$ cat src/rtl/cpu_types_pkg.sv
// Shared cache types for the snoop responder: dcache address split, snoop FSM states, widths.
package cpu_types_pkg;

  localparam int unsigned SNP_TAG_W = 26;
  localparam int unsigned SNP_IDX_W = 3;

  typedef struct packed {
    logic [SNP_TAG_W-1:0] tag;
    logic [SNP_IDX_W-1:0] idx;
    logic                 blkoff;
    logic [1:0]           bytoff;
  } dcachef_t;

  typedef enum logic [2:0] {
    IDLE,
    LOOKUP,
    RESP,
    SUPPLY0,
    SUPPLY1,
    UPDATE,
    DONE
  } snoopState_t;

endpackage

$ cat src/rtl/snoop_responder_if.sv
// Coherence bus between the bus controller (master) and a cache snoop responder (slave).
interface snoop_responder_if;
  import cpu_types_pkg::*;

  logic        ccwait;
  logic        ccinv;
  dcachef_t    ccsnoopaddr;
  logic        dwait;
  logic        ccwrite;
  logic        cctrans;
  logic [31:0] snp_dstore;

  modport master (
    output ccwait, ccinv, ccsnoopaddr, dwait,
    input  ccwrite, cctrans, snp_dstore
  );

  modport slave (
    input  ccwait, ccinv, ccsnoopaddr, dwait,
    output ccwrite, cctrans, snp_dstore
  );

endinterface

$ cat src/rtl/snoop_tag_match.sv
// Per-way tag compare with lowest-way priority; reports hit, winning way and its dirty bit.
module snoop_tag_match
  import cpu_types_pkg::*;
#(
  parameter  int unsigned WAYS  = 2,
  localparam int unsigned WAY_W = (WAYS > 1) ? $clog2(WAYS) : 1
) (
  input  logic [WAYS-1:0]                tag_valid,
  input  logic [WAYS-1:0]                tag_dirty,
  input  logic [WAYS-1:0][SNP_TAG_W-1:0] tag_tag,
  input  logic [SNP_TAG_W-1:0]           snp_tag,
  output logic                           hit,
  output logic [WAY_W-1:0]               way,
  output logic                           dirty
);

  // Scan from the top way down so the lowest matching way is the last writer.
  always_comb begin
    hit   = 1'b0;
    way   = '0;
    dirty = 1'b0;
    for (int i = int'(WAYS) - 1; i >= 0; i--) begin
      if (tag_valid[i] && (tag_tag[i] == snp_tag)) begin
        hit   = 1'b1;
        way   = WAY_W'(i);
        dirty = tag_dirty[i];
      end
    end
  end

endmodule

$ cat src/rtl/snoop_responder.sv
// Dcache snoop agent: looks up snooped blocks, supplies Modified data, downgrades/invalidates.
// Optional SNOOP_LINK_EN: clear the LL/SC link register on a matching invalidating snoop.
module snoop_responder
  import cpu_types_pkg::*;
#(
  parameter  int unsigned WAYS  = 2,
  parameter  int unsigned SETS  = 8,
  localparam int unsigned WAY_W = (WAYS > 1) ? $clog2(WAYS) : 1,
  localparam int unsigned IDX_W = $clog2(SETS)
) (
  input  logic                           CLK,
  input  logic                           nRST,
  snoop_responder_if.slave               bus,
  input  logic [WAYS-1:0]                tag_valid,
  input  logic [WAYS-1:0]                tag_dirty,
  input  logic [WAYS-1:0][SNP_TAG_W-1:0] tag_tag,
  input  logic [31:0]                    dat_word,
  input  logic [31:0]                    link_addr,
  input  logic                           link_valid,
  output logic [IDX_W-1:0]               tag_idx,
  output logic [WAY_W-1:0]               dat_way,
  output logic                           dat_blk,
  output logic                           upd_en,
  output logic                           upd_valid,
  output logic                           upd_dirty,
  output logic                           snp_busy,
  output logic                           link_clr
);

  snoopState_t      state, next_state;
  dcachef_t         snp_addr;
  logic             snp_inv;
  logic             hit_q, dirty_q;
  logic [WAY_W-1:0] way_q;

  logic             m_hit, m_dirty;
  logic [WAY_W-1:0] m_way;
  logic             link_match;
  logic             ccwrite, cctrans;
  logic [31:0]      snp_dstore;

  snoop_tag_match #(.WAYS(WAYS)) u_match (
    .tag_valid (tag_valid),
    .tag_dirty (tag_dirty),
    .tag_tag   (tag_tag),
    .snp_tag   (snp_addr.tag),
    .hit       (m_hit),
    .way       (m_way),
    .dirty     (m_dirty)
  );

  assign tag_idx = IDX_W'(snp_addr.idx);

`ifdef SNOOP_LINK_EN
  assign link_match = snp_inv & link_valid & (link_addr[31:3] == snp_addr[31:3]);
`else
  logic unused_link;
  assign link_match  = 1'b0;
  assign unused_link = ^{link_valid, link_addr};
`endif

  logic unused_offs;
  assign unused_offs = ^{snp_addr.blkoff, snp_addr.bytoff};

  // State register plus the snoop request and lookup result latched for the rest of the snoop.
  always_ff @(posedge CLK or negedge nRST) begin
    if (!nRST) begin
      state    <= IDLE;
      snp_addr <= '0;
      snp_inv  <= 1'b0;
      hit_q    <= 1'b0;
      dirty_q  <= 1'b0;
      way_q    <= '0;
    end else begin
      state <= next_state;
      if ((state == IDLE) && bus.ccwait) begin
        snp_addr <= bus.ccsnoopaddr;
        snp_inv  <= bus.ccinv;
      end
      if (state == LOOKUP) begin
        hit_q   <= m_hit;
        dirty_q <= m_dirty;
        way_q   <= m_way;
      end
    end
  end

  // Next-state and Moore output decode; a dropped ccwait before UPDATE abandons the snoop.
  always_comb begin
    next_state = state;
    snp_busy   = 1'b0;
    ccwrite    = 1'b0;
    cctrans    = 1'b0;
    dat_way    = '0;
    dat_blk    = 1'b0;
    snp_dstore = '0;
    upd_en     = 1'b0;
    upd_valid  = 1'b0;
    upd_dirty  = 1'b0;
    link_clr   = 1'b0;
    unique case (state)
      IDLE: begin
        if (bus.ccwait) next_state = LOOKUP;
      end
      LOOKUP: begin
        snp_busy   = 1'b1;
        next_state = bus.ccwait ? RESP : IDLE;
      end
      RESP: begin
        snp_busy = 1'b1;
        cctrans  = 1'b1;
        ccwrite  = hit_q & dirty_q;
        link_clr = link_match;
        if (!bus.ccwait)          next_state = IDLE;
        else if (hit_q && dirty_q) next_state = SUPPLY0;
        else if (hit_q)            next_state = UPDATE;
        else                       next_state = DONE;
      end
      SUPPLY0, SUPPLY1: begin
        snp_busy   = 1'b1;
        ccwrite    = 1'b1;
        dat_way    = way_q;
        dat_blk    = (state == SUPPLY1);
        snp_dstore = dat_word;
        if (!bus.ccwait)    next_state = IDLE;
        else if (!bus.dwait) next_state = (state == SUPPLY0) ? SUPPLY1 : UPDATE;
      end
      UPDATE: begin
        snp_busy   = 1'b1;
        upd_en     = 1'b1;
        dat_way    = way_q;
        upd_valid  = ~snp_inv;
        upd_dirty  = 1'b0;
        next_state = DONE;
      end
      DONE: begin
        if (!bus.ccwait) next_state = IDLE;
      end
      default: next_state = IDLE;
    endcase
  end

  assign bus.ccwrite    = ccwrite;
  assign bus.cctrans    = cctrans;
  assign bus.snp_dstore = snp_dstore;

endmodule

$ cat src/flat_wrapper.sv
// flat-port wrapper written by rule: the top's interface ports become plain ports
module snoop_responder_flat import cpu_types_pkg::*;
#(
  parameter  int unsigned WAYS  = 2,
  parameter  int unsigned SETS  = 8,
  localparam int unsigned WAY_W = (WAYS > 1) ? $clog2(WAYS) : 1,
  localparam int unsigned IDX_W = $clog2(SETS)
)
  (CLK, nRST, tag_valid, tag_dirty, tag_tag, dat_word, link_addr, link_valid, tag_idx, dat_way, dat_blk, upd_en, upd_valid, upd_dirty, snp_busy, link_clr, bus_ccwait, bus_ccinv, bus_ccsnoopaddr, bus_dwait, bus_ccwrite, bus_cctrans, bus_snp_dstore);
  snoop_responder_if bus_i ();
  input  logic CLK;
  input  logic nRST;
  input  logic [WAYS-1:0] tag_valid;
  input  logic [WAYS-1:0] tag_dirty;
  input  logic [WAYS-1:0][SNP_TAG_W-1:0] tag_tag;
  input  logic [31:0] dat_word;
  input  logic [31:0] link_addr;
  input  logic link_valid;
  output logic [IDX_W-1:0] tag_idx;
  output logic [WAY_W-1:0] dat_way;
  output logic dat_blk;
  output logic upd_en;
  output logic upd_valid;
  output logic upd_dirty;
  output logic snp_busy;
  output logic link_clr;
  input wire logic [$bits(bus_i.ccwait)-1:0] bus_ccwait;
  input wire logic [$bits(bus_i.ccinv)-1:0] bus_ccinv;
  input wire logic [$bits(bus_i.ccsnoopaddr)-1:0] bus_ccsnoopaddr;
  input wire logic [$bits(bus_i.dwait)-1:0] bus_dwait;
  output wire logic [$bits(bus_i.ccwrite)-1:0] bus_ccwrite;
  output wire logic [$bits(bus_i.cctrans)-1:0] bus_cctrans;
  output wire logic [$bits(bus_i.snp_dstore)-1:0] bus_snp_dstore;
  assign bus_i.ccwait = bus_ccwait;
  assign bus_i.ccinv = bus_ccinv;
  assign bus_i.ccsnoopaddr = bus_ccsnoopaddr;
  assign bus_i.dwait = bus_dwait;
  assign bus_ccwrite = bus_i.ccwrite;
  assign bus_cctrans = bus_i.cctrans;
  assign bus_snp_dstore = bus_i.snp_dstore;
  snoop_responder #(.WAYS(WAYS), .SETS(SETS)) u_core (.CLK(CLK), .nRST(nRST), .bus(bus_i), .tag_valid(tag_valid), .tag_dirty(tag_dirty), .tag_tag(tag_tag), .dat_word(dat_word), .link_addr(link_addr), .link_valid(link_valid), .tag_idx(tag_idx), .dat_way(dat_way), .dat_blk(dat_blk), .upd_en(upd_en), .upd_valid(upd_valid), .upd_dirty(upd_dirty), .snp_busy(snp_busy), .link_clr(link_clr));
endmodule
$ cat config.mk
export PLATFORM = sky130hd
export DESIGN_NAME = snoop_responder_flat
export DESIGN_NICKNAME = d
export VERILOG_FILES = /design/src/rtl/cpu_types_pkg.sv /design/src/rtl/snoop_responder_if.sv /design/src/rtl/snoop_tag_match.sv /design/src/rtl/snoop_responder.sv /design/src/flat_wrapper.sv
export SDC_FILE = /design/constraint.sdc
export NUM_CORES = 1
export LEC_CHECK = 0
export ABC_CLOCK_PERIOD_IN_PS = 2100
export BUFFER_PORTS_ARGS = -buffer_cell sky130_fd_sc_hd__buf_2
export CORE_MARGIN = 2
export CORE_UTILIZATION = 38
export CTS_CLUSTER_SIZE = 25
export DETAILED_ROUTE_END_ITERATION = 10
export PLACE_DENSITY = 0.8
export SLEW_MARGIN = 20
export SYNTH_ARGS = -nofsm -noshare
export SYNTH_HDL_FRONTEND = slang
export SYNTH_SLANG_ARGS = --single-unit
$ cat constraint.sdc
create_clock -name CLK -period 2.1 [get_ports CLK]
set_clock_uncertainty 0.2 [all_clocks]
set_input_delay 0.21 -clock CLK [delete_from_list [all_inputs] [get_ports CLK]]
set_output_delay 0.21 -clock CLK [all_outputs]
set_load 0.01 [all_outputs]
Word-level counts from Yosys, hierarchy flattened
Index checks and enable logic that the tools add are counted.
Widths: inputs -> output; s select.

storage, ports and cells
  flip-flop bits (word level) = 36
  logic and storage cells = 52

cells by class
  reduce and logical (&&, ||, !) cells = 9
  eq/ne operators = 11
  muxes and demuxes = 23
  bitwise gates (word level) = 2

operators with widths
  operator            number
  $eq 26x26->1        2
  $mux 32             1
  $mux 3              6
  $pmux 3 s6          1
  $mux 1              12
  $eq 3x3->1 const B  3
  $eq 3x2->1 const B  2
  $reduce_or 5->1     1
  $logic_and 1x1->1   4
  $mux 2              2
  $ne 2x2->1 const B  2
  $eq 3x1->1 const B  1
  $logic_not 3->1     1
  $ne 3x3->1 const B  1
  $reduce_and 3->1    1
  $reduce_or 3->1     1
  $pmux 1 s2          1
  $reduce_or 2->1     1
  $and 1x1->1         1
  $not 1->1           1

Depth between registers and ports, before layout
Gate-level depths: netlist of run 1.

  depth in word-level cells = 5
  mapped depth = 6
  depth with buffers taken out = 5

Hierarchy
Synthesis of run 1 repeated with hierarchy kept, for this count alone.

second synthesis, totals
  cells, all modules = 225
  area, all modules = 2376.0 um2

modules (own cells, without submodules)
  module           times used  area each (um2)  cells each
  snoop_responder  1           1778.0           149
  snoop_tag_match  1           598.1            76

Worst setup path before layout of run 1
No wires, ideal clock.

  kind = register -> output
  start = reg u_core.state[1]
  end = out bus_snp_dstore[23]
  buffers on the path = 2
  stages on the path, launching flop included = 6
  data required time = 1690 ps
  arrival = 1521 ps
  setup slack = 169 ps
  cells stage by stage = dfrtp_1 -> clkbuf_1 -> nor3_1 -> a21o_1 -> clkbuf_1 -> and2_1

on the way
  longest elaborated chain between the ends = 3
  elaborated cells on any way between the ends = 4

ends and longest elaborated chain
  item                                      RTL line                source
  start, declared                           snoop_responder.sv:30   snoopState_t state, next_state;
  start signal, assigned                    snoop_responder.sv:75   state <= next_state;
  $eq 3x2->1 or $eq 3x3->1 (tied branches)  snoop_responder.sv:101  unique case (state)
  $reduce_or 2->1 (*)                       snoop_responder.sv:101
  $mux 32 (*)                               snoop_responder.sv:101
  end, declared                             flat_wrapper.sv:33      output wire logic [$bits(bus_i.snp_dstore)-1:0] bus_snp_dstore;

Every way passes the cells marked *; elsewhere a longest branch is shown, timed or not.

Final worst setup path of run 1
  start = reg u_core.state[2]
  end = out bus_ccwrite

on the way
  longest elaborated chain between the ends = 3
  elaborated cells on any way between the ends = 5

ends and longest elaborated chain
  item                                      RTL line                source
  $eq 3x2->1 or $eq 3x3->1 (tied branches)  snoop_responder.sv:101
  $reduce_or 2->1                           snoop_responder.sv:101
  $pmux 1 s2 (*)                            snoop_responder.sv:101
  end, declared                             flat_wrapper.sv:31      output wire logic [$bits(bus_i.ccwrite)-1:0] bus_ccwrite;

Marked as above.

==> run_results.csv, run 1 <==
group,metric,value,unit
yosys,netlist_instances,227,
critical_path,path_max_fanout,34,
critical_path,crit_chain,"inv_2 -> nor3_4 -> a21o_1 -> buf_12 -> a31o_2 -> buf_2",
yosys,synth_area_leader_cell,"dfrtp_1",
cells_and_area,final_cell_mix,"163 x buf_2, 38 x xnor2_1, 33 x and2_1, 33 x dfrtp_1, 32 x dlygate4sd3_1",
yosys,yosysWarnings,0,
timing,period_share,95.6,%
detailed_routing,wl,6.98,mm
critical_path,critPathMaxStageDelay,0.46,ns
pwr,pwr_density_cell,1130,mW/mm²
floorplanning,pin_count,202,
timing,layout_setup_ws,0.0929,ns
floorplanning,fp-row-count,28,
yosys,synth_area_leaders,"dfrtp_1 39%, xnor2_1 14%, mux2_2 13%",
timing,fin_setup_tns,0,ns
critical_path,required,1.69,ns
critical_path,reg2reg_depth,5,
cells_and_area,area_growth_syn_to_layout,58.0,%
timing,max-slew-margin-rel,45.0,%
timing,timing.fmax,0.498,GHz
detailed_routing,drc,0,
cells_and_area,drive_gt1_share,50.8,%
yosys,ys_seq_elements,36,
pwr,max-vdd-ir-drop,647,µV
worst_hold_path,min_to,"u_core.state[2]",
global_route,grt_usage,20.5,%
floorplanning,die_w,82.4,µm
detailed_routing,ant_nets,0,
cells_and_area,layout.cells.non_filler,500,
timing,finalCriticalPeriod,2.01,ns
clock_tree,path_clk_slew,0.07,ns
timing,rsz0062_at_grt,"no",
flow_run,drv_cap,0,
worst_hold_path,hold_path_class,"in2reg",
critical_path,cp-end-kind,"output port",
placement,dp.final_hpwl,5.45,mm
placement,place.gp.congestion,0.850,
floorplanning,core,0.00592,mm²
cells_and_area,nNetsFinal,582,
yosys,ys_seq_area_share,38.6,%
detailed_routing,vias,2373,
critical_path,critical_path_class,"reg2out",
cells_and_area,multiInputGateArea,0.00138,mm²
clock_tree,ctsLongestPathBuffers,2,
detailed_routing,drt_first_iter_violations,35,
critical_path,r2r_setup_slack,0.14,ns
cells_and_area,antenna_cells,0,
placement,port_buffers,163,
critical_path,crit_slowest_cell,"dfrtp_2",
timing,tightest_slew,0.825,ns
placement,place_area,0.00324,mm²
cells_and_area,fillCellCount,514,
detailed_routing,routed_via_density,4.75,
placement,preCtsSetupSlack,0.0666,ns
global_route,grt_pass1_wl,10.2,mm
floorplanning,start_util,39.4,%
global_route,antenna_found_initial,0,
cells_and_area,fin_area,0.00369,mm²
clock_tree,cts_sinks,36,
yosys,syn_area,0.00233,mm²
yosys,synth.top_cell.area_share,38.6,%
outcome,status,"complete, no violations",
clock_tree,clk-insertion-delay-late,0.28,ns
critical_path,crit_arrival,1.60,ns
pwr,power_leakage,1.81,nW
critical_path,start_kind,"register",
timing,drv_slew,0,
worst_hold_path,worstHoldStart,"bus_ccwait",
worst_hold_path,hold_path_depth,3,
global_route,grt_pass1_vias,2319,
detailed_routing,wl_per_cell,14.0,µm
clock_tree,cts_htree_levels,2,
floorplanning,die_h,82.4,µm
pwr,total_power,4.18,mW
clock_tree,cts-root-buf,"clkbuf_8",
floorplanning,dieArea,0.00679,mm²
critical_path,r2r-end,"u_core.hit_q",
placement,placed_cells,459,
critical_path,cp.buffers_inverters,3,
clock_tree,cts_tree,"done",
timing,finalHoldViolCount,0,
clock_tree,cts_buffers,5,
detailed_routing,dr.pass1.iters,3,
critical_path,crit_family,"flip-flops",
critical_path,worstReg2RegStart,"u_core.snp_addr[6]",
yosys,ys_types,33,
yosys,syn_avg_cell_area,10.3,µm²
global_route,grt_overflow,0,
cells_and_area,seq_area,905,µm²
timing,setup_violations,0,
cells_and_area,final_common_cell,"buf_2",
global_route,grt_max_degree,37,
[worst max path at each step]
stage	slack, ns	from	end	depth (start not counted)
CTS	0.02	u_core.state[0]	bus_snp_dstore[13]	5
global route	0.01	u_core.state[2]	bus_ccwrite	6
finish	0.09	u_core.state[2]	bus_ccwrite	6
floorplan	0.17	u_core.state[1]	bus_snp_dstore[23]	5
global placement	0.12	u_core.snp_addr[22]	u_core.dirty_q	6
detailed placement	0.07	u_core.snp_addr[22]	u_core.hit_q	6
[cell usage after synthesis]
library cell and count:
xnor2_1 38, dfrtp_1 36, and2_1 33, mux2_2 27, xor2_1 14, nand4_1 10, o21ai_0 7, nor2_1 6
buf_4 5, clkbuf_1 5, nand2_1 5, buf_2 4, nand3_1 4, nor3_1 4, a21oi_1 3, inv_1 3
mux2_1 3, nor4_1 3, mux2i_1 2, o21a_1 2, a21boi_0 1, a21o_1 1, a22oi_1 1, a31o_2 1
and2_2 1, conb_1 1, nand4_2 1, nor2b_1 1, nor3b_1 1, nor4b_1 1, o21ai_1 1, o311ai_0 1
or4_1 1
[what timing repair did]
action	in CTS	in global routing
endpoints found under the setup margin	3	36
resized for setup	2	6
hold buffers	32	0
endpoints found under the hold margin	67	0
buffers inserted	0	1
[power by group]
group	switching, mW	total (mW)	internal (mW)
Sequential	0.392	1.44	1.04
Clock	0.241	0.507	0.267
Combinational	0.990	2.24	1.25
Total	1.62	4.18	2.56
[per-layer routing]
layer / vias up / global-route usage [%] / share of wire [%]
li1: 1154 / - / -
met1: 1112 / 19.4 / 34
met2: 101 / 42.6 / 58
met3: 6 / 4.13 / 7.7
met4: 0 / 6.33 / 0.76
met5: - / 0 / 0
[flip-flops by register name, indices dropped and copies added (netlist names)]
name / flops
u_core.snp_addr: 26
u_core.state: 3
u_core.tag_idx: 3
u_core.dirty_q: 1
u_core.hit_q: 1
u_core.snp_inv: 1
u_core.way_q: 1
[final cells by class]
type	instances	area share [%]
clock inverters	1	0.203
multi-input cells	175	37.3
inverters	3	0.305
well taps	75	2.54
flip-flops and latches	36	24.5
clock buffers	7	2.34
repair buffers	203	32.8
[tightest hold or removal path: cells and delay by family]
| kind | cells | cell delay [ns] |
|---|---|---|
| buffers and inverters | 1 | 0.13 |
| AOI/OAI and AO/OA | 2 | 0.14 |
[per-stage QoR]
| step | util [%] | hold slack, ns |
|---|---|---|
| after CTS | 61.8 | 0.0252 |
| after global placement | 54.8 | 0.151 |
| final | 62.3 | 0.0367 |
| after global routing | 62.3 | 0.0412 |
| after floorplan | - | -0.286 |
| after detailed placement | 54.8 | 0.161 |
[cell families after synthesis]
group,Yosys count,synth area share [%]
AND/OR/NAND/NOR,71,18.0
XOR/XNOR,52,19.5
flip-flops,36,38.6
multiplexers,32,15.3
AO/OA/AOI/OAI,18,4.72
buffers and inverters,17,3.75
other,1,0.161
(Power assumes the default switching activity.)
==> run 2, diff against run 1 <==
--- a/config.mk
+++ b/config.mk
@@ -7,6 +7,7 @@
 export LEC_CHECK = 0
 export ABC_CLOCK_PERIOD_IN_PS = 2100
 export BUFFER_PORTS_ARGS = -buffer_cell sky130_fd_sc_hd__buf_2
+export CORE_ASPECT_RATIO = 2
 export CORE_MARGIN = 2
 export CORE_UTILIZATION = 38
 export CTS_CLUSTER_SIZE = 25
==> run 2 against run 1 <==
Register-to-register slack worse by 0.04 ns. Via count increased by 0.34%. Combinational power is 2% lower. Final cell count fell by 3.6%. Sequential power about the same. Flip-flop and latch count is the same. Count of clock-buffer cells in the layout shrank 1. Highest routed layer unchanged. Cell area decreased by 0.37%. Fmax shrank 2.7%. Sequential share of layout area rose by 0.058 points.
==> run_results.csv, run 2 (synthesized netlist as in run 1, its figures left out) <==
group,metric,value,unit
outcome,status,"complete, no violations",
placement,port_buffers,163,
timing,fin_setup_tns,0,ns
cells_and_area,final_cell_mix,"163 x buf_2, 38 x xnor2_1, 34 x dfrtp_1",
critical_path,critical_path_class,"reg2out",
pwr,p_int,2.71,mW
worst_hold_path,hold_path_class,"in2reg",
timing,finalCriticalPeriod,2.06,ns
floorplanning,start_util,39.2,%
floorplanning,die_w,59.4,µm
critical_path,crit_slowest_cell,"dfrtp_2",
cells_and_area,final_common_cell,"buf_2",
cells_and_area,fin_area,0.00368,mm²
critical_path,path_max_fanout,34,
detailed_routing,dr.pass1.iters,6,
global_route,antenna_found_initial,0,
detailed_routing,ant_nets,0,
critical_path,required,1.69,ns
timing,max-slew-margin-rel,44.2,%
global_route,grt_max_degree,37,
clock_tree,postCtsSetupRepairBufs,0,
timing,rsz0062_at_grt,"no",
cells_and_area,drive_gt1_share,49.9,%
timing,timing.fmax,0.485,GHz
timing,setup_violations,0,
detailed_routing,wl,7.23,mm
cells_and_area,largest_register_ffs,26,
global_route,grt_pass1_wl,10.5,mm
clock_tree,cts_buffers,5,
detailed_routing,drt_first_iter_violations,48,
global_route,grt_usage,21.0,%
critical_path,critPathMaxStageDelay,0.48,ns
critical_path,crit_chain,"nor2b_1 -> a21o_1 -> buf_12 -> a31o_2 -> buf_2",
flow_run,drv_cap,0,
detailed_routing,vias,2381,
clock_tree,cts_tree,"done",
placement,place_area,0.00322,mm²
timing,finalHoldViolCount,0,
pwr,total_power,4.35,mW
pwr,p_clk_share,16.2,%
pwr,p_seq_share,33.4,%
clock_tree,ctsLongestPathBuffers,2,
cells_and_area,nNetsFinal,577,
clock_tree,path_clk_slew,0.05,ns
clock_tree,cts-root-buf,"clkbuf_16",
detailed_routing,routed_via_density,4.94,
pwr,combPwrFrac,50.3,%
detailed_routing,wl_per_cell,15.0,µm
global_route,grt_overflow,0,
critical_path,reg2reg_depth,5,
critical_path,crit_arrival,1.65,ns
timing,layout_setup_ws,0.0362,ns
floorplanning,core,0.00596,mm²
clock_tree,cts_htree_levels,2,
floorplanning,pin_count,202,
cells_and_area,fillCellCount,482,
floorplanning,dieArea,0.00682,mm²
cells_and_area,area_growth_syn_to_layout,57.4,%
pwr,p_sw,1.64,mW
critical_path,cp-end-kind,"output port",
pwr,p_sw_share,37.7,%
pwr,max-vdd-ir-drop,746,µV
timing,tightest_slew,0.837,ns
global_route,grt_pass1_vias,2390,
critical_path,start_kind,"register",
clock_tree,cts_sinks,36,
placement,dp.final_hpwl,5.50,mm
floorplanning,fp-row-count,40,
floorplanning,die_h,115,µm
pwr,power_leakage,1.81,nW
worst_hold_path,hold_path_depth,3,
detailed_routing,drc,0,
cells_and_area,antenna_cells,0,
placement,preCtsSetupSlack,0.122,ns
cells_and_area,regMostFlops,"u_core.snp_addr",
timing,period_share,98.3,%
placement,place.gp.congestion,0.795,
timing,drv_slew,0,
pwr,pwr_density_cell,1180,mW/mm²
clock_tree,clk-insertion-delay-late,0.28,ns
critical_path,r2r_setup_slack,0.10,ns
==> run 2: layout make-up <==
class | instances | area, µm² | share of cell area (%)
Tap cell | 63 | 78.8 | 2.14
Multi-Input combinational cell | 175 | 1370 | 37.2
Clock inverter | 1 | 5.00 | 0.136
Sequential cell | 36 | 903 | 24.6
Inverter | 3 | 11.3 | 0.306
Clock buffer | 6 | 129 | 3.51
Timing Repair Buffer | 198 | 1180 | 32.1
==> run 2: final timing paths <==
| kind | startpoint | to |
|---|---|---|
| hold / removal | tag_dirty[1] | u_core.dirty_q |
| setup / recovery | u_core.state[1] | bus_ccwrite |
| min in group asynchronous | nRST | u_core.snp_addr[31] |
| max in group asynchronous | nRST | u_core.state[1] |
| hold reg to reg | u_core.tag_idx[1] | u_core.tag_idx[1] |
| setup reg to reg | u_core.snp_addr[16] | u_core.dirty_q |
==> run 2: power by group through the flow <==
stage	combinational [mW]	clock (mW)	sequential, mW
after global placement	2.08	0	1.42
after detailed placement	2.13	0	1.45
final	2.19	0.706	1.45
after global routing	2.41	0.748	1.49
after floorplan	1.56	0	1.32
after CTS	2.19	0.726	1.44
==> run 2: through the flow <==
stage / utilization (%) / instances / hold slack, ns
floorplan: - / 228 / -0.286
CTS: 61.5 / 482 / 0.00546
global route: 61.7 / 482 / 0.0374
finish: 61.7 / 482 / 0.00927
detailed placement: 54.0 / 444 / 0.155
global placement: 54.0 / 444 / 0.147
==> run 2: layer usage <==
metal  part of all wire, %  global-route usage (%)  up-vias  wire, µm
met5                     0                       0        -         0
met4                   3.4                    11.7        0       243
met3                   8.0                    3.94       19       580
met2                    57                    41.8      141      4130
met1                    31                    17.9     1074      2270
li1                      -                       -     1147         -
==> run 2: repair_timing <==
action,4_1_cts,5_1_grt
hold buffers,31,0
endpoints found under the setup margin,34,35
endpoints found under the hold margin,66,0
gates resized for setup,2,3
==> run 2: critical path, delay by kind of cell (launching register included) <==
kind | cells | cell delay, ns
AOI/OAI and AO/OA | 2 | 0.42
buffers and inverters | 2 | 0.29
and+or+nand+nor | 1 | 0.17
DFF | 1 | 0.48
==> run 3, diff against run 2 <==
--- a/config.mk
+++ b/config.mk
@@ -12,7 +12,7 @@
 export CORE_UTILIZATION = 38
 export CTS_CLUSTER_SIZE = 25
 export DETAILED_ROUTE_END_ITERATION = 10
-export PLACE_DENSITY = 0.8
+export PLACE_DENSITY = 0.88
 export SLEW_MARGIN = 20
 export SYNTH_ARGS = -nofsm -noshare
 export SYNTH_HDL_FRONTEND = slang
==> run 3 against run 2 <==
Critical path depth up 1. Non-clock buffer count up 6. Via count up 1.2%. Sequential power about the same.
==> run_results.csv, run 3 (synthesized netlist as in run 1, its figures left out) <==
group,metric,value,unit
worst_hold_path,hold_path_class,"in2reg",
critical_path,crit_slowest_cell,"dfrtp_2",
timing,finalHoldViolCount,0,
cells_and_area,largest_register_ffs,26,
floorplanning,dieArea,0.00682,mm²
critical_path,start_kind,"register",
placement,dp.final_hpwl,5.51,mm
detailed_routing,vias,2410,
critical_path,path_max_fanout,34,
flow_run,drv_cap,0,
global_route,grt_overflow,0,
critical_path,cp-end-kind,"output port",
global_route,grt_pass1_vias,2504,
critical_path,required,1.69,ns
clock_tree,cts_tree,"done",
timing,fin_setup_tns,0,ns
cells_and_area,drive_gt1_share,50.7,%
detailed_routing,wl_per_cell,14.8,µm
detailed_routing,wl,7.26,mm
clock_tree,cts-root-buf,"clkbuf_16",
floorplanning,die_w,59.4,µm
critical_path,critical_path_class,"reg2out",
worst_hold_path,hold_path_depth,3,
clock_tree,cts_htree_levels,2,
timing,period_share,95.8,%
detailed_routing,dr.pass1.iters,4,
outcome,status,"complete, no violations",
global_route,grt_usage,21.7,%
pwr,power_leakage,1.86,nW
timing,setup_violations,0,
critical_path,crit_chain,"inv_1 -> nor3_2 -> a21o_1 -> buf_12 -> a31o_2 -> buf_2",
clock_tree,clk-insertion-delay-late,0.27,ns
cells_and_area,final_common_cell,"buf_2",
floorplanning,die_h,115,µm
timing,drv_slew,0,
pwr,total_power,4.54,mW
clock_tree,ctsLongestPathBuffers,2,
cells_and_area,nNetsFinal,583,
detailed_routing,ant_nets,0,
detailed_routing,drt_first_iter_violations,37,
critical_path,crit_arrival,1.60,ns
floorplanning,fp-row-count,40,
timing,finalCriticalPeriod,2.01,ns
pwr,max-vdd-ir-drop,772,µV
detailed_routing,routed_via_density,4.93,
timing,max-slew-margin-rel,45.5,%
clock_tree,path_clk_slew,0.06,ns
cells_and_area,final_cell_mix,"163 x buf_2, 38 x xnor2_1, 34 x dfrtp_1",
critical_path,critPathMaxStageDelay,0.43,ns
placement,port_buffers,163,
timing,timing.fmax,0.497,GHz
cells_and_area,regMostFlops,"u_core.snp_addr",
floorplanning,pin_count,202,
timing,rsz0062_at_grt,"no",
clock_tree,cts_sinks,36,
critical_path,reg2reg_depth,5,
placement,place.gp.congestion,0.808,
global_route,grt_max_degree,37,
floorplanning,start_util,39.2,%
floorplanning,core,0.00596,mm²
timing,tightest_slew,0.818,ns
detailed_routing,drc,0,
global_route,antenna_found_initial,0,
clock_tree,cts_buffers,5,
global_route,grt_pass1_wl,11.1,mm
cells_and_area,antenna_cells,0,
pwr,pwr_density_cell,1210,mW/mm²
cells_and_area,area_growth_syn_to_layout,60.7,%
run 3: cell type report:
cell class,instances,area [µm²]
Clock inverter,2,35.0
Tap cell,63,78.8
Sequential cell,36,903
Multi-Input combinational cell,175,1370
Fill cell,454,2200
Inverter,3,11.3
Clock buffer,6,129
Timing Repair Buffer,204,1230
run 3: final timing paths:
path / from / to / slack, ns
setup / recovery: u_core.state[2] / bus_ccwrite / 0.09
hold / removal: tag_dirty[1] / u_core.dirty_q / 0.02
setup reg to reg: u_core.snp_addr[27] / u_core.dirty_q / 0.13
hold reg to reg: u_core.way_q / u_core.way_q / 0.29
max in group asynchronous: nRST / u_core.state[1] / 0.77
min in group asynchronous: nRST / u_core.snp_addr[8] / 0.36
run 3: worst max-delay path: cells and delay by family, from the launching register on:
family,cells,cell delay (ns)
AO/OA/AOI/OAI,2,0.39
buffers and inverters,3,0.44
flip-flops,1,0.43
AND/OR/NAND/NOR,1,0.06
run 3: report_power, final:
part | total [mW] | internal [mW] | switching, mW | leakage, nW
Sequential | 1.43 | 1.05 | 0.387 | 0.426
Combinational | 2.28 | 1.29 | 0.992 | 1.35
Clock | 0.832 | 0.558 | 0.274 | 0.0808
Total | 4.54 | 2.89 | 1.65 | 1.86
run 3: routing by layer:
| metal | vias to the layer above | GRT usage [%] | share of wire (%) | wire [µm] |
|---|---|---|---|---|
| met5 | - | 0 | 0 | 0 |
| met4 | 0 | 10.5 | 3.7 | 267 |
| met3 | 19 | 2.81 | 7.4 | 539 |
| met2 | 138 | 43.7 | 58 | 4180 |
| met1 | 1097 | 19.6 | 31 | 2270 |
| li1 | 1156 | - | - | - |
run 3: through the flow:
stage               hold slack (ns)  setup WS [ns]  area (µm²)  cells  util, %
finish                       0.0192         0.0876        3750    489     63.0
global route                 0.0475        0.00651        3750    489     63.0
CTS                          0.0181         0.0447        3720    486     62.4
detailed placement            0.147         0.0625        3230    445     54.2
global placement              0.143          0.120        3230    445     54.2
floorplan                    -0.286          0.169        2340    228        -
run 3: repair_timing:
action / 4_1_cts / 5_1_grt
hold buffers: 31 / 0
setup endpoints to repair: 34 / 36
endpoints found under the hold margin: 66 / 0
resized for setup: 2 / 3
pin swaps: 0 / 1
setup buffers: 2 / 3
